--- src/rtl/uart_pkg.sv ---
`default_nettype none
// ============================================================================
//  Module      : uart_pkg
//  Description : Shared types and constants for the buffered UART transmitter:
//                transmit FSM state encoding, oversample ratio and baud
//                divider computation.
//  Revision    : 1.0 - initial release
// ============================================================================
package uart_pkg;

    // Transmit FSM states; the encoding is fixed so benches can probe it.
    typedef enum logic [1:0] {
        IDLE  = 2'b00,
        START = 2'b01,
        DATA  = 2'b10,
        STOP  = 2'b11
    } tx_state_t;

    // Baud ticks per serial bit.
    localparam int c_OVERSAMPLE = 16;

    // System clocks per baud tick. Clamped to 1 so a degenerate parameter set
    // still yields a legal counter.
    function automatic int bit_ticks(input int clock_freq, input int baud);
        int ticks;
        ticks = clock_freq / (baud * c_OVERSAMPLE);
        return (ticks < 1) ? 1 : ticks;
    endfunction

endpackage
`default_nettype wire

--- src/rtl/uart_sync_fifo.sv ---
`default_nettype none
// ============================================================================
//  Module      : uart_sync_fifo
//  Description : Single-clock FIFO with registered read data and registered
//                full/empty flags. Writes while full and reads while empty are
//                ignored.
//  Revision    : 1.0 - initial release
// ============================================================================
module uart_sync_fifo #(
    parameter int WIDTH = 8,
    parameter int DEPTH = 16
) (
    input  logic             clk,
    input  logic             rst,
    input  logic             wr_en,
    input  logic [WIDTH-1:0] din,
    input  logic             rd_en,
    output logic [WIDTH-1:0] dout,
    output logic             full,
    output logic             empty
);
    import uart_pkg::*;

    localparam int            c_AW         = $clog2(DEPTH);
    localparam logic [c_AW:0] c_FULL_COUNT = (c_AW + 1)'(DEPTH);

    logic [WIDTH-1:0] r_mem [DEPTH];
    logic [c_AW-1:0]  r_wr_ptr;
    logic [c_AW-1:0]  r_rd_ptr;
    logic [c_AW:0]    r_count;
    logic [c_AW:0]    w_count_next;
    logic [WIDTH-1:0] r_dout;
    logic             r_full;
    logic             r_empty;
    logic             w_push;
    logic             w_pop;

    // Flags come from the pre-edge count, so a same-cycle pop never makes room.
    assign w_push = wr_en & ~r_full;
    assign w_pop  = rd_en & ~r_empty;
    assign dout   = r_dout;
    assign full   = r_full;
    assign empty  = r_empty;

    // Occupancy after this edge; push and pop together leave it unchanged.
    always_comb begin
        w_count_next = r_count;
        if (w_push && !w_pop) begin
            w_count_next = r_count + 1'b1;
        end else if (w_pop && !w_push) begin
            w_count_next = r_count - 1'b1;
        end
    end

    // Storage array: not reset, contents are only visible through r_dout.
    always_ff @(posedge clk) begin
        if (w_push) begin
            r_mem[r_wr_ptr] <= din;
        end
    end

    // Pointers, count, flags and read data register.
    always_ff @(posedge clk) begin
        if (rst) begin
            r_wr_ptr <= '0;
            r_rd_ptr <= '0;
            r_count  <= '0;
            r_dout   <= '0;
            r_full   <= 1'b0;
            r_empty  <= 1'b1;
        end else begin
            if (w_push) begin
                r_wr_ptr <= r_wr_ptr + 1'b1;
            end
            if (w_pop) begin
                r_rd_ptr <= r_rd_ptr + 1'b1;
                r_dout   <= r_mem[r_rd_ptr];
            end
            r_count <= w_count_next;
            r_full  <= (w_count_next == c_FULL_COUNT);
            r_empty <= (w_count_next == '0);
        end
    end

endmodule
`default_nettype wire

--- src/rtl/uart_tx_fifo.sv ---
`default_nettype none
// ============================================================================
//  Module      : uart_tx_fifo
//  Description : Buffered UART transmitter. Bytes are queued in a sync FIFO
//                and serialized LSB first as start/data/stop frames on tx,
//                with back-to-back frames while the FIFO has data.
//  Revision    : 1.0 - initial release
// ============================================================================
module uart_tx_fifo #(
    parameter int CLOCK_FREQ = 100_000_000,
    parameter int BAUD       = 115200,
    parameter int DATA_BITS  = 8,
    parameter int STOP_BITS  = 1,
    parameter int FIFO_DEPTH = 16
) (
    input  logic                 clk,
    input  logic                 rst,
    input  logic                 wr_en,
    input  logic [DATA_BITS-1:0] d_in,
    output logic                 full,
    output logic                 empty,
    output logic                 tx
);
    import uart_pkg::*;

    localparam int                    c_BIT_TICKS = bit_ticks(CLOCK_FREQ, BAUD);
    localparam int                    c_BAUD_W    = (c_BIT_TICKS > 1) ? $clog2(c_BIT_TICKS) : 1;
    localparam logic [c_BAUD_W-1:0]   c_BAUD_LAST = c_BAUD_W'(c_BIT_TICKS - 1);
    localparam int                    c_TICK_W    = $clog2(c_OVERSAMPLE);
    localparam logic [c_TICK_W-1:0]   c_TICK_LAST = c_TICK_W'(c_OVERSAMPLE - 1);
    localparam int                    c_BIT_W     = $clog2(DATA_BITS + 1);
    localparam logic [c_BIT_W-1:0]    c_DATA_LAST = c_BIT_W'(DATA_BITS - 1);
    localparam logic [c_BIT_W-1:0]    c_STOP_LAST = c_BIT_W'(STOP_BITS - 1);

    tx_state_t             state;
    tx_state_t             state_next;
    logic [c_BAUD_W-1:0]   r_baud_cnt;
    logic                  baud_tick_16x;
    logic [c_TICK_W-1:0]   tick_cnt;
    logic [c_TICK_W-1:0]   w_tick_next;
    logic [c_BIT_W-1:0]    bit_cnt;
    logic [c_BIT_W-1:0]    w_bit_next;
    logic [DATA_BITS-1:0]  shift_reg;
    logic [DATA_BITS-1:0]  w_shift_next;
    logic                  r_pop_pending;
    logic                  w_pop_pending_next;
    logic                  r_tx;
    logic                  w_tx_next;
    logic                  w_bit_end;
    logic                  rd_en;
    logic                  tx_start;
    logic [DATA_BITS-1:0]  fifo_dout;
    logic [DATA_BITS-1:0]  tx_data;

    uart_sync_fifo #(
        .WIDTH (DATA_BITS),
        .DEPTH (FIFO_DEPTH)
    ) u_fifo (
        .clk   (clk),
        .rst   (rst),
        .wr_en (wr_en),
        .din   (d_in),
        .rd_en (rd_en),
        .dout  (fifo_dout),
        .full  (full),
        .empty (empty)
    );

    // The popped byte appears on fifo_dout one edge after rd_en; tx_start
    // marks that edge so the frame loads valid data.
    assign tx_start      = r_pop_pending;
    assign tx_data       = fifo_dout;
    assign tx            = r_tx;
    assign baud_tick_16x = (state != IDLE) && (r_baud_cnt == c_BAUD_LAST);
    assign w_bit_end     = baud_tick_16x && (tick_cnt == c_TICK_LAST);

    // Baud divider: parked in IDLE and cleared at frame start so every bit
    // spans exactly 16 ticks.
    always_ff @(posedge clk) begin
        if (rst || tx_start || state == IDLE || baud_tick_16x) begin
            r_baud_cnt <= '0;
        end else begin
            r_baud_cnt <= r_baud_cnt + 1'b1;
        end
    end

    // FSM state register and datapath registers.
    always_ff @(posedge clk) begin
        if (rst) begin
            state         <= IDLE;
            tick_cnt      <= '0;
            bit_cnt       <= '0;
            shift_reg     <= '0;
            r_pop_pending <= 1'b0;
            r_tx          <= 1'b1;
        end else begin
            state         <= state_next;
            tick_cnt      <= w_tick_next;
            bit_cnt       <= w_bit_next;
            shift_reg     <= w_shift_next;
            r_pop_pending <= w_pop_pending_next;
            r_tx          <= w_tx_next;
        end
    end

    // Next-state, FIFO pop request and next line level.
    always_comb begin
        state_next         = state;
        w_tick_next        = tick_cnt;
        w_bit_next         = bit_cnt;
        w_shift_next       = shift_reg;
        w_pop_pending_next = 1'b0;
        rd_en              = 1'b0;
        w_tx_next          = 1'b1;

        if (baud_tick_16x) begin
            w_tick_next = tick_cnt + 1'b1;
        end

        case (state)
            IDLE: begin
                if (tx_start) begin
                    state_next   = START;
                    w_shift_next = tx_data;
                    w_tick_next  = '0;
                    w_bit_next   = '0;
                end else if (!empty) begin
                    rd_en              = 1'b1;
                    w_pop_pending_next = 1'b1;
                end
            end
            START: begin
                if (w_bit_end) begin
                    state_next = DATA;
                    w_bit_next = '0;
                end
            end
            DATA: begin
                if (w_bit_end) begin
                    if (bit_cnt == c_DATA_LAST) begin
                        state_next = STOP;
                        w_bit_next = '0;
                    end else begin
                        w_shift_next = shift_reg >> 1;
                        w_bit_next   = bit_cnt + 1'b1;
                    end
                end
            end
            STOP: begin
                if (w_bit_end) begin
                    if (bit_cnt == c_STOP_LAST) begin
                        // Pop right away so the next frame follows with
                        // only a one-clock gap.
                        state_next = IDLE;
                        if (!empty) begin
                            rd_en              = 1'b1;
                            w_pop_pending_next = 1'b1;
                        end
                    end else begin
                        w_bit_next = bit_cnt + 1'b1;
                    end
                end
            end
            default: state_next = IDLE;
        endcase

        case (state_next)
            START:   w_tx_next = 1'b0;
            DATA:    w_tx_next = w_shift_next[0];
            default: w_tx_next = 1'b1;
        endcase
    end

endmodule
`default_nettype wire

--- config.mk ---
export PLATFORM = sky130hd
export DESIGN_NAME = uart_tx_fifo
export DESIGN_NICKNAME = d
export VERILOG_FILES = /design/src/rtl/uart_pkg.sv /design/src/rtl/uart_sync_fifo.sv /design/src/rtl/uart_tx_fifo.sv
export SDC_FILE = /design/constraint.sdc
export NUM_CORES = 1
export LEC_CHECK = 0
export ABC_AREA = 1
export CAP_MARGIN = 5
export CORE_ASPECT_RATIO = 0.9
export CORE_MARGIN = 5
export CORE_UTILIZATION = 50
export CTS_CLUSTER_DIAMETER = 100
export DETAILED_ROUTE_END_ITERATION = 7
export DONT_BUFFER_PORTS = 1
export GPL_ROUTABILITY_DRIVEN = 0
export GPL_TIMING_DRIVEN = 0
export SYNTH_ARGS = -nofsm -noshare
export SYNTH_HDL_FRONTEND = slang
export SYNTH_SLANG_ARGS = --single-unit
export TNS_END_PERCENT = 20
--- constraint.sdc ---
create_clock -name clk -period 5.5 [get_ports clk]
set_input_delay 0.55 -clock clk [delete_from_list [all_inputs] [get_ports clk]]
set_output_delay 0.55 -clock clk [all_outputs]
set_load 0.01 [all_outputs]
Yosys cells after proc, flatten, opt, wreduce, memory -nomap -nowiden
Memories as Yosys holds them, arrays and structs flattened. A register that Yosys moved wholly into a read port is not among the register bits.
Cells that the tools add are included.
W data, S select, Z words.
{"block": "classes", "eq_ne": 15, "muxes": 31, "addsub": 7, "bitwise_logic": 4, "n_reduce_logical": 16}
{"operator": "$mux W4", "n": 9}
{"operator": "$mux W8", "n": 3}
{"operator": "$add A4 B1 Y4 const B", "n": 4}
{"operator": "$pmux W4 S4", "n": 1}
{"operator": "$pmux W8 S2", "n": 1}
{"operator": "$mux W2", "n": 6}
{"operator": "$ne A2 B2 Y1 const B", "n": 6}
{"operator": "$mux W5", "n": 2}
{"operator": "$pmux W2 S4", "n": 1}
{"operator": "$add A6 B1 Y6 const B", "n": 1}
{"operator": "$eq A2 B2 Y1 const B", "n": 3}
{"operator": "$eq A6 B6 Y1 const B", "n": 1}
{"operator": "$mux W1", "n": 6}
{"operator": "$add A5 B1 Y5 const B", "n": 1}
{"operator": "$eq A5 B5 Y1 const B", "n": 1}
{"operator": "$logic_not A5 Y1", "n": 1}
{"operator": "$reduce_and A5 Y1", "n": 1}
{"operator": "$sub A5 B1 Y5 const B", "n": 1}
{"operator": "$eq A2 B1 Y1 const B", "n": 2}
{"operator": "$eq A4 B3 Y1 const B", "n": 1}
{"operator": "$eq A4 B4 Y1 const B", "n": 1}
{"operator": "$logic_and A1 B1 Y1", "n": 4}
{"operator": "$logic_not A4 Y1", "n": 1}
{"operator": "$pmux W1 S2", "n": 2}
{"operator": "7 further kinds", "n": 13}
{"block": "totals", "ram_bits": 128, "reg_bits": 41, "wordCells": 87, "memories": 1, "output_inout_bits": 3, "input_bits": 11}
{"name": "u_fifo.r_mem", "depth": 16, "width": 8, "rd": 1, "rd_clocked_by_memory_dff": 1, "wr": 1, "line": "uart_sync_fifo.sv:27", "source": "logic [WIDTH-1:0] r_mem [DEPTH];"}

Depth between registers and ports, before layout
Gate-level depths: netlist of run 1.
{"block": "logic_depth", "word_depth": 10, "mapped_depth": 14}

Cells and area by module
Synthesis of run 1 repeated with hierarchy kept, for this count alone.
{"block": "unflattened", "cells_unflattened": 827, "hier_area_um2": 7966.4}
{"mod": "uart_sync_fifo", "area_per_inst_um2": 6388.6, "cells_per_inst": 611, "seq_area_each_um2": 4304.1, "n_inst": 1}
{"mod": "uart_tx_fifo", "area_per_inst_um2": 1577.8, "cells_per_inst": 216, "seq_area_each_um2": 520.5, "n_inst": 1}

Worst setup path after synthesis of run 1
OpenSTA, ideal clock, no wires.
{"block": "synth_timing", "path_kind": "input to register", "startpoint": "input port wr_en", "endpoint": "memory u_fifo.r_mem[3][0] (enable)", "t_required_ps": 5130, "slack_ps": 3502, "arrival_ps": 1628, "cell_stages": 6, "path_cell_list": "inv_1 nor2_2 inv_1 nor2_1 nand2_1 nor2_1"}
{"block": "synth_via", "elab_chain_len": 3}
{"item": "from (decl)", "line": "uart_tx_fifo.sv:18", "source": "input logic wr_en,"}
{"item": "$and A1 B1 Y1", "line": "uart_sync_fifo.sv:39", "source": "assign w_push = wr_en & ~r_full;"}
{"item": "$mux W1", "line": "uart_sync_fifo.sv:57", "source": "if (w_push) begin"}
{"item": "$mux W1 (not written as such)", "line": "uart_sync_fifo.sv:58", "source": "r_mem[r_wr_ptr] <= din;"}
{"item": "to (decl)", "line": "uart_sync_fifo.sv:27"}
Every way passes these cells.

Worst setup path after layout of run 1
{"block": "layout_timing", "startpoint": "register u_fifo.r_full, in the netlist u_fifo.full", "endpoint": "memory u_fifo.r_mem[15][2] (enable)"}
{"block": "layout_via", "elab_chain_len": 4}
{"item": "from (decl)", "line": "uart_sync_fifo.sv:33", "source": "logic r_full;"}
{"item": "from (signal assigned)", "line": "uart_sync_fifo.sv:80", "source": "r_full <= (w_count_next == c_FULL_COUNT);"}
{"item": "$not A1 Y1", "line": "uart_sync_fifo.sv:39"}
{"item": "$and A1 B1 Y1", "line": "uart_sync_fifo.sv:39"}
{"item": "$mux W1", "line": "uart_sync_fifo.sv:57"}
{"item": "$mux W1 (not written as such)", "line": "uart_sync_fifo.sv:58"}
Every way passes these cells.

==> impl_metrics.env, run 1 <==
export IMPL_yosys_warnings=0
export IMPL_slew_headroom_pct=31.7
export IMPL_crit_chain="nor2_2 -> inv_1 -> nor2_1 -> inv_1 -> nor2_1"
export IMPL_finalNonFillerCells=924
export IMPL_ios=14
export IMPL_fillCellCount=1250
export IMPL_internal_power_mw=2.64
export IMPL_wl_per_cell_um=20.0
export IMPL_detail_route_vias_per_cell=5.77
export IMPL_max_freq_mhz=417
export IMPL_rsz0062_at_grt="no"
export IMPL_seq_area_frac_synth_pct=64.3
export IMPL_initial_core_util_pct=51.0
export IMPL_p_sw_mw=1.31
export IMPL_path_buf_inv=2
export IMPL_clock_sinks=177
export IMPL_synthTopCellsByCount="edfxtp_1, nor2_1, o21ai_0"
export IMPL_min_path_type="in2reg"
export IMPL_grt_pass1_vias=5012
export IMPL_max_vdd_ir_drop_mv=0.271
export IMPL_swShare_pct=33.1
export IMPL_power_clock_fraction_pct=32.6
export IMPL_maxCapViolCount=0
export IMPL_routed_wl_um=18500
export IMPL_cts_buffers=17
export IMPL_path_clk_slew_ns=0.07
export IMPL_die_h_um=126
export IMPL_power_frac_seq_pct=41.2
export IMPL_rrSetupSlack_ns=3.10
export IMPL_crit_path_start_kind="register"
export IMPL_grtUsageTotal_pct=21.6
export IMPL_grt_overflow_total=0
export IMPL_place_port_buffers=0
export IMPL_hold_buffers=0
export IMPL_cts_setup_buffers=0
export IMPL_r2r_start="u_fifo.full"
export IMPL_worst_skew_pair_late_latency_ns=0.43
export IMPL_dieArea_um2=17500
export IMPL_grt_pass1_wl_um=28600
export IMPL_grt_max_degree=17
export IMPL_ys_flop_type="edfxtp_1"
export IMPL_tightest_slew_ns=1.02
export IMPL_synth_area_um2=7500
export IMPL_end_kind="register"
export IMPL_async_reset_ff_share_pct=0
export IMPL_dp_cells=892
export IMPL_diodes=0
export IMPL_synth_distinct_cells=37
export IMPL_cts_root_buf="clkbuf_16"
export IMPL_synth_top_family_by_area="simple AND/OR/NAND/NOR gates"
export IMPL_antenna_found_initial=0
export IMPL_syn_nets=721
export IMPL_hold_path_startpoint="rst"
export IMPL_die_w_um=139
export IMPL_status="finished, final reports clean"
export IMPL_largest_reg_flops=128
export IMPL_postRouteAntennaNets=0
export IMPL_ys_ff_latch=177
export IMPL_synthTopCellsByArea="edfxtp_1, dfxtp_1, nor2_1, o21ai_0, nand2_1"
export IMPL_worst_path_stages=5
export IMPL_clockBufferDepth=2
export IMPL_hold_depth=1
export IMPL_synth_edff_count=128
export IMPL_finalCritPeriodShare_pct=43.6
export IMPL_power_density_nw_per_um2=472
export IMPL_drive_gt1_share_pct=8.68
export IMPL_final_hold_viol_count=0
export IMPL_finalClockSkew_ns=0.00705
export IMPL_crit_family="simple AND/OR/NAND/NOR gates"
export IMPL_dr_total_vias=5327
export IMPL_holdPathEnd="bit_cnt[2]"
export IMPL_arrival_ns=2.45
export IMPL_utilization_pct=56.9
export IMPL_rr_worst_depth=5
export IMPL_finalSetupViolCount=0
export IMPL_cpMaxStageDelayCell="nor2_1"
export IMPL_synthCells=694
export IMPL_cts_tree="built"
export IMPL_synth_most_common_cell="edfxtp_1"
export IMPL_synth_mux_area_share_pct=0
export IMPL_cts_resized=0
export IMPL_worstSetupPathType="reg2reg"
export IMPL_cp_max_fo=9
export IMPL_yosysTopAreaCell="edfxtp_1"
export IMPL_min_period_ns=2.40
export IMPL_drt_initial_drc_count=533
export IMPL_cp_slowest_stage_delay_ns=0.73
export IMPL_synth_compound_area_share_pct=13.3
export IMPL_worstReg2RegEnd="u_fifo.r_mem[15][2]"
export IMPL_num_nets_final=740
export IMPL_maxSlewViolCount=0
export IMPL_setup_tns_ns=0
export IMPL_synth_top_area_share_pct=51.3
export IMPL_critPathRequiredTime_ns=5.55
export IMPL_avgSynthCellArea_um2=10.8
export IMPL_combPwrFrac_pct=26.3
export IMPL_htreeDepth=4
export IMPL_dr_pass1_iters=5
export IMPL_area_growth_pct=11.7
export IMPL_synth_simple_area_share_pct=14.3
export IMPL_synthAdderAreaFrac_pct=2.67
export IMPL_power_leakage_nw=2.93
export IMPL_synthXorXnorAreaFrac_pct=0.934
export IMPL_rows=42
export IMPL_fp_coreArea_um2=14700
export IMPL_drc_errors=0
export IMPL_hpwlAfterDp_um=12600
-- layout by cell type (no fill, tap or decap), types with 2 or more instances in the layout --
cell type   count
edfxtp_1      128
clkinv_1        3
ha_1           16
clkinv_4        4
clkbuf_16      17
nand4_1         4
nor2_2          6
o221ai_1       18
nor3_1          5
inv_1          43
inv_2           3
nand3_2         2
buf_4           2
o22ai_1        11
a32oi_1         2
buf_2           7
bufinv_16       4
o211ai_1       23
nand2_1        67
xor2_1          5
or2_2           3
buf_6           2
clkinvlp_4      2
inv_6           2
xnor2_1         3
o21ai_0        78
clkbuf_1       20
a211oi_1        2
a31oi_1         4
nor2_1        114
a21oi_1        22
o21ai_1         2
dfxtp_1        49
nand3_1        40
nand2_4         4
-- through the flow --
step	hold slack, ns	worst slack, ns	area, µm²	total power, mW
after floorplan	0.434	3.50	7500	2.37
after global placement	0.445	2.92	7750	2.65
after detailed placement	0.466	2.88	7750	2.68
after CTS	0.174	3.06	8380	3.96
after global routing	0.178	2.89	8380	4.15
final	0.192	3.10	8380	3.95
-- metal layers --
metal	track usage (%)	vias to the layer above	part of all wire [%]
met2	33.4	218	46
li1	-	2515	-
met1	31.2	2575	45
met4	4.32	0	0.98
met3	5.57	19	8.1
met5	0	-	0
-- worst register-to-register path: stages, from the launching register on --
cell     delay, ns
dfxtp_1       0.36
nor2_2        0.40
inv_1         0.25
nor2_1        0.19
inv_1         0.09
nor2_1        0.73
-- worst max-delay path by stage --
stage           startpoint                  end  slack [ns]
2_1_floorplan        wr_en   u_fifo.r_mem[3][0]        3.50
3_3_place_gp         wr_en   u_fifo.r_mem[7][2]        2.92
3_5_place_dp         wr_en  u_fifo.r_mem[15][3]        2.88
4_1_cts        u_fifo.full  u_fifo.r_mem[15][3]        3.06
5_1_grt        u_fifo.full  u_fifo.r_mem[15][3]        2.89
6_report       u_fifo.full  u_fifo.r_mem[15][2]        3.10
-- cells by family after synthesis --
group	count (synthesis)
simple gates	248
flops	177
compound gates	165
buf+inv	80
fa+ha+maj	16
xor+xnor	8
-- power by group through the flow --
stage	sequential, mW	combinational, mW	clock (mW)
2_1_floorplan	1.63	0.738	0
3_3_place_gp	1.65	1.00	0
3_5_place_dp	1.65	1.02	0
4_1_cts	1.63	1.03	1.30
5_1_grt	1.64	1.15	1.37
6_report	1.63	1.04	1.29
-- final cells by class --
cell class / instances / area [µm²] / area share, %
well taps: 198 / 248 / 2.96
multi-input cells: 437 / 2340 / 28.0
clock inverters: 15 / 208 / 2.48
inverters: 48 / 180 / 2.15
flip-flops and latches: 177 / 4820 / 57.6
clock buffers: 17 / 425 / 5.08
plain buffers: 32 / 151 / 1.81
Note: power is estimated with default switching activity, not from simulation.
==> run 2: changes to the inputs <==
--- a/config.mk
+++ b/config.mk
@@ -5,7 +5,7 @@
 export SDC_FILE = /design/constraint.sdc
 export NUM_CORES = 1
 export LEC_CHECK = 0
-export ABC_AREA = 1
+export ABC_AREA = 0
 export CAP_MARGIN = 5
 export CORE_ASPECT_RATIO = 0.9
 export CORE_MARGIN = 5
==> constraint.sdc (replaced) <==
create_clock -name clk -period 2.5 [get_ports clk]
set_input_delay 0.25 -clock clk [delete_from_list [all_inputs] [get_ports clk]]
set_output_delay 0.25 -clock clk [all_outputs]
set_load 0.01 [all_outputs]
==> run 2 against run 1 <==
Effect of this change:
- sequential share of layout area about the same
- setup slack worse by 3.1 ns
- combinational power up 48%
- the run now ends with setup timing left
- sequential power up 110%
==> impl_metrics.env, run 2 <==
export IMPL_dp_cells=683
export IMPL_worstSetupPathType="reg2reg"
export IMPL_grt_overflow_total=0
export IMPL_ys_ff_latch=177
export IMPL_pre_cts_ws_ns=-0.218
export IMPL_finalCritPeriodShare_pct=101
export IMPL_rrSetupSlack_ns=-0.01
export IMPL_tightest_slew_ns=0.749
export IMPL_syn_nets=508
export IMPL_final_hold_viol_count=0
export IMPL_grt_pass1_wl_um=22700
export IMPL_seq_area_frac_synth_pct=65.6
export IMPL_cts_buffers=17
export IMPL_htreeDepth=4
export IMPL_initial_core_util_pct=50.5
export IMPL_max_vdd_ir_drop_mv=0.630
export IMPL_synth_most_common_cell="edfxtp_1"
export IMPL_max_freq_mhz=398
export IMPL_cp_max_fo=10
export IMPL_grt_pass1_vias=4131
export IMPL_critical_path_startpoint="u_fifo.r_rd_ptr[1]"
export IMPL_antenna_found_initial=0
export IMPL_synth_top_area_share_pct=52.3
export IMPL_clockBufferDepth=2
export IMPL_routed_wl_um=14100
export IMPL_synth_area_um2=7350
export IMPL_largest_reg_flops=128
export IMPL_clock_sinks=177
export IMPL_postRouteAntennaNets=0
export IMPL_power_leakage_nw=2.71
export IMPL_avgSynthCellArea_um2=15.3
export IMPL_diodes=0
export IMPL_cpMaxStageDelayCell="clkbuf_1"
export IMPL_dr_pass1_iters=5
export IMPL_ios=14
export IMPL_die_h_um=125
export IMPL_slew_headroom_pct=50.1
export IMPL_maxCapViolCount=0
export IMPL_min_period_ns=2.51
export IMPL_detail_route_vias_per_cell=5.58
export IMPL_synthTopCellsByArea="edfxtp_1, dfxtp_1, mux4_2, ha_1, nor2_1"
export IMPL_drc_errors=0
export IMPL_path_clk_slew_ns=0.07
export IMPL_async_reset_ff_share_pct=0
export IMPL_hpwlAfterDp_um=9570
export IMPL_place_port_buffers=0
export IMPL_synthCells=481
export IMPL_grtUsageTotal_pct=17.8
export IMPL_drt_initial_drc_count=293
export IMPL_synthTopCellsByCount="edfxtp_1, dfxtp_1, nor2_1"
export IMPL_setup_tns_ns=-0.0131
export IMPL_end_kind="register"
export IMPL_final_common_cell="edfxtp_1"
export IMPL_worst_slack_ns=-0.0131
export IMPL_yosysTopAreaCell="edfxtp_1"
export IMPL_ys_flop_type="edfxtp_1"
export IMPL_fp_coreArea_um2=14600
export IMPL_p_total_mw=7.71
export IMPL_critPathRequiredTime_ns=2.79
export IMPL_yosys_warnings=0
export IMPL_cts_setup_buffers=0
export IMPL_wl_per_cell_um=19.5
export IMPL_synth_distinct_cells=54
export IMPL_dr_total_vias=4034
export IMPL_dpl_instance_area_um2=7630
export IMPL_cp_slowest_stage_delay_ns=0.57
export IMPL_layout_common_cells="edfxtp_1, dfxtp_1, mux4_2"
export IMPL_cts_root_buf="clkbuf_16"
export IMPL_fin_area_um2=8380
export IMPL_finalSetupViolCount=1
export IMPL_hold_path_startpoint="wr_en"
export IMPL_crit_chain="clkbuf_1 -> clkbuf_1 -> mux4_2 -> mux4_2 -> nand2_1 -> a21oi_1"
export IMPL_finalNonFillerCells=723
export IMPL_status="finished with violations"
export IMPL_power_density_nw_per_um2=920
export IMPL_maxSlewViolCount=0
export IMPL_rsz0062_at_grt="yes"
export IMPL_num_nets_final=539
export IMPL_violations="setup timing"
export IMPL_arrival_ns=2.81
export IMPL_grt_max_degree=18
export IMPL_worst_skew_pair_late_latency_ns=0.43
export IMPL_area_growth_pct=14.0
export IMPL_dieArea_um2=17200
export IMPL_min_path_type="in2reg"
export IMPL_r2r_start="u_fifo.r_rd_ptr[1]"
export IMPL_cts_tree="built"
export IMPL_drive_gt1_share_pct=22.3
export IMPL_die_w_um=138
export IMPL_finalClockSkew_ns=0.0101
export IMPL_synth_edff_count=128
export IMPL_rows=42
export IMPL_crit_path_start_kind="register"
==> run 2: cell families after synthesis <==
| family | Yosys count | share of synthesized area, % |
|---|---|---|
| DFF | 177 | 65.6 |
| and+or+nand+nor | 136 | 9.28 |
| AOI/OAI and AO/OA | 51 | 4.90 |
| muxes | 48 | 13.4 |
| buffers and inverters | 36 | 2.03 |
| xor gates and xnor gates | 17 | 2.03 |
| adders and majority gates | 16 | 2.72 |
==> run 2: per-layer routing <==
layer / GRT usage, % / wire length, µm / share of wire, %
met3: 4.10 / 614 / 4.4
met2: 29.2 / 7240 / 51
met5: 0 / 0 / 0
met1: 23.2 / 5940 / 42
met4: 6.39 / 274 / 1.9
==> run 2: critical path, delay by kind of cell, from the launching register on <==
family          cells  cell delay (ns)
compound gates      1             0.06
buf+inv             2             0.96
flops               1             0.33
mux                 2             0.92
simple gates        1             0.09
==> run 2: path summary, 6_finish.rpt <==
path	end	depth (start not counted)
min reg2reg	u_fifo.dout[4]	2
min	u_fifo.r_wr_ptr[1]	3
max reg2reg	u_fifo.dout[5]	6
max	u_fifo.dout[5]	6
==> run 2: what timing repair did <==
action                                 in CTS  in global routing
endpoints found under the hold margin     128                  0
pin swaps                                   1                  0
setup endpoints to repair                 114                134
hold buffers                                8                  0
gates resized for setup                    14                  8
==> run 2: per-stage QoR <==
step	hold slack, ns	utilization [%]
2_1_floorplan	0.349	-
3_3_place_gp	0.350	52.2
3_5_place_dp	0.350	52.4
4_1_cts	0.106	57.4
5_1_grt	0.140	57.6
6_report	0.119	57.6
==> run 2: final cells by class <==
cell class,instances,area (µm²)
Fill cell,1129,6180
Multi-Input combinational cell,268,2440
Clock inverter,15,175
Tap cell,198,248
Inverter,10,37.5
Timing Repair Buffer,12,110
Buffer,26,115
Sequential cell,177,4820
Clock buffer,17,425
==> run 2: power breakdown <==
part,switching [mW],internal (mW)
clock,1.19,1.51
sequential,0.134,3.34
combinational,0.828,0.707
==> run 3: changes to the inputs <==
--- a/config.mk
+++ b/config.mk
@@ -15,6 +15,7 @@
 export DONT_BUFFER_PORTS = 1
 export GPL_ROUTABILITY_DRIVEN = 0
 export GPL_TIMING_DRIVEN = 0
+export RECOVER_POWER = 100
 export SYNTH_ARGS = -nofsm -noshare
 export SYNTH_HDL_FRONTEND = slang
 export SYNTH_SLANG_ARGS = --single-unit
==> run 3 against run 2 <==
Effect of this change:
- the flow still finishes with violations (setup timing)
- routed wire length decreased by 0.25%
- non-clock buffer count did not move
- setup slack better by 0.0026 ns
- fmax increased by 0.11%
- cell count unchanged
- design area fell by 0.13%
- first-iteration DRC count grew 6.1%
- global-route usage stayed put
- combinational power hardly changed
- die area stayed put
- clock skew fell by 0.0044 ns
- critical path type unchanged
- largest power group unchanged
==> impl_metrics.env, run 3 (synthesized netlist as in run 2, its figures left out) <==
export IMPL_status="finished with violations"
export IMPL_violations="setup timing"
export IMPL_holdPathEnd="u_fifo.r_wr_ptr[1]"
export IMPL_maxCapViolCount=0
export IMPL_end_kind="register"
export IMPL_finalSetupViolCount=1
export IMPL_power_leakage_nw=2.71
export IMPL_die_h_um=125
export IMPL_fp_coreArea_um2=14600
export IMPL_dr_pass1_iters=4
export IMPL_pre_cts_ws_ns=-0.218
export IMPL_hold_depth=3
export IMPL_fillCellCount=1133
export IMPL_maxSlewViolCount=0
export IMPL_max_freq_mhz=398
export IMPL_postRouteAntennaNets=0
export IMPL_hold_path_startpoint="wr_en"
export IMPL_dieArea_um2=17200
export IMPL_drt_initial_drc_count=311
export IMPL_crit_chain="clkbuf_1 -> clkbuf_1 -> mux4_2 -> mux4_2 -> nand2_1 -> a21oi_1"
export IMPL_worst_skew_pair_late_latency_ns=0.43
export IMPL_ios=14
export IMPL_clock_sinks=177
export IMPL_grt_pass1_vias=4131
export IMPL_p_total_mw=7.71
export IMPL_cp_max_fo=10
export IMPL_cts_tree="built"
export IMPL_arrival_ns=2.81
export IMPL_drc_errors=0
export IMPL_final_common_cell="edfxtp_1"
export IMPL_clockBufferDepth=2
export IMPL_finalCritPeriodShare_pct=100
export IMPL_die_w_um=138
export IMPL_htreeDepth=4
export IMPL_grtUsageTotal_pct=17.8
export IMPL_final_hold_viol_count=0
export IMPL_rows=42
export IMPL_place_port_buffers=0
export IMPL_worst_slack_ns=-0.0105
export IMPL_regArea_um2=4820
export IMPL_rr_worst_depth=6
export IMPL_cp_slowest_stage_delay_ns=0.57
export IMPL_path_clk_slew_ns=0.07
export IMPL_multiInputGateArea_um2=2440
export IMPL_hpwlAfterDp_um=9570
export IMPL_power_density_nw_per_um2=921
export IMPL_cts_root_buf="clkbuf_16"
export IMPL_grt_max_degree=18
export IMPL_diodes=0
export IMPL_antenna_found_initial=0
export IMPL_worstReg2RegEnd="u_fifo.dout[5]"
export IMPL_max_vdd_ir_drop_mv=0.631
export IMPL_area_growth_pct=13.9
export IMPL_dp_cells=683
export IMPL_finalNonFillerCells=723
export IMPL_detail_route_vias_per_cell=5.53
export IMPL_cpMaxStageDelayCell="clkbuf_1"
export IMPL_largest_reg_flops=128
export IMPL_rrSetupSlack_ns=-0.01
export IMPL_layout_common_cells="edfxtp_1, dfxtp_1, mux4_2"
export IMPL_cts_setup_buffers=0
export IMPL_worstSetupPathType="reg2reg"
export IMPL_min_period_ns=2.51
export IMPL_grt_overflow_total=0
export IMPL_dr_total_vias=3998
export IMPL_routed_wl_um=14000
export IMPL_rsz0062_at_grt="yes"
export IMPL_path_buf_inv=2
export IMPL_crit_path_start_kind="register"
export IMPL_drive_gt1_share_pct=22.1
export IMPL_crit_family="buffers and inverters"
export IMPL_tightest_slew_ns=0.748
export IMPL_setup_tns_ns=-0.0105
export IMPL_min_path_type="in2reg"
export IMPL_initial_core_util_pct=50.5
export IMPL_grt_pass1_wl_um=22700
export IMPL_num_nets_final=539
export IMPL_slew_headroom_pct=50.1
export IMPL_finalClockSkew_ns=0.00568
export IMPL_wl_per_cell_um=19.4
export IMPL_r2r_start="u_fifo.r_rd_ptr[1]"
export IMPL_cts_buffers=17
export IMPL_critPathRequiredTime_ns=2.80
-- run 3: worst max path at each step --
| stage | depth (start not counted) | slack, ns | end | from |
|---|---|---|---|---|
| 6_report | 6 | -0.01 | u_fifo.dout[5] | u_fifo.r_rd_ptr[1] |
| 5_1_grt | 6 | -0.15 | u_fifo.dout[5] | u_fifo.r_rd_ptr[1] |
| 4_1_cts | 5 | -0.11 | u_fifo.r_mem[11][4] | u_fifo.full |
| 3_5_place_dp | 6 | -0.22 | u_fifo.r_mem[0][5] | u_fifo.full |
| 3_3_place_gp | 5 | -0.49 | u_fifo.r_mem[3][5] | u_fifo.full |
| 2_1_floorplan | 8 | 0.27 | u_fifo.empty | state[0] |
-- run 3: layout make-up --
type                       count  area share [%]
buffer                        26            1.38
clock buffer                  17            5.08
clock inverter                15            2.09
inverter                      10           0.448
multi-input combinational    268            29.1
sequential                   177            57.6
tap                          198            2.96
timing repair buffer          12            1.26
-- run 3: where the power goes --
part	internal (mW)	switching [mW]
Combinational	0.705	0.827
Sequential	3.34	0.134
Clock	1.51	1.20
Total	5.56	2.16
-- run 3: worst register-to-register path, cell delays in order, from the launching register on --
cell      delay, ns
dfxtp_1        0.33
clkbuf_1       0.38
clkbuf_1       0.57
mux4_2         0.42
mux4_2         0.52
nand2_1        0.10
a21oi_1        0.06
-- run 3: stage by stage --
step           hold WS [ns]  util (%)  cell area (µm²)
3_5_place_dp          0.350      52.4             7630
4_1_cts               0.106      57.4             8360
3_3_place_gp          0.350      52.2             7600
2_1_floorplan         0.349         -             7350
6_report              0.119      57.5             8370
5_1_grt               0.140      57.5             8370
-- run 3: what timing repair did --
| action | 4_1_cts | 5_1_grt |
|---|---|---|
| pin swaps | 1 | 0 |
| endpoints found under the setup margin | 114 | 134 |
| endpoints found under the hold margin | 128 | 0 |
| resized for setup | 14 | 8 |
| hold buffers | 8 | 0 |
-- run 3: layer usage --
metal  global-route usage, %  up-vias  share of wire (%)
li1                        -     1899                  -
met1                    23.2     1998                 43
met2                    29.2       82                 52
met3                    4.10       19                4.0
met4                    6.39        0                1.8
met5                       0        -                  0
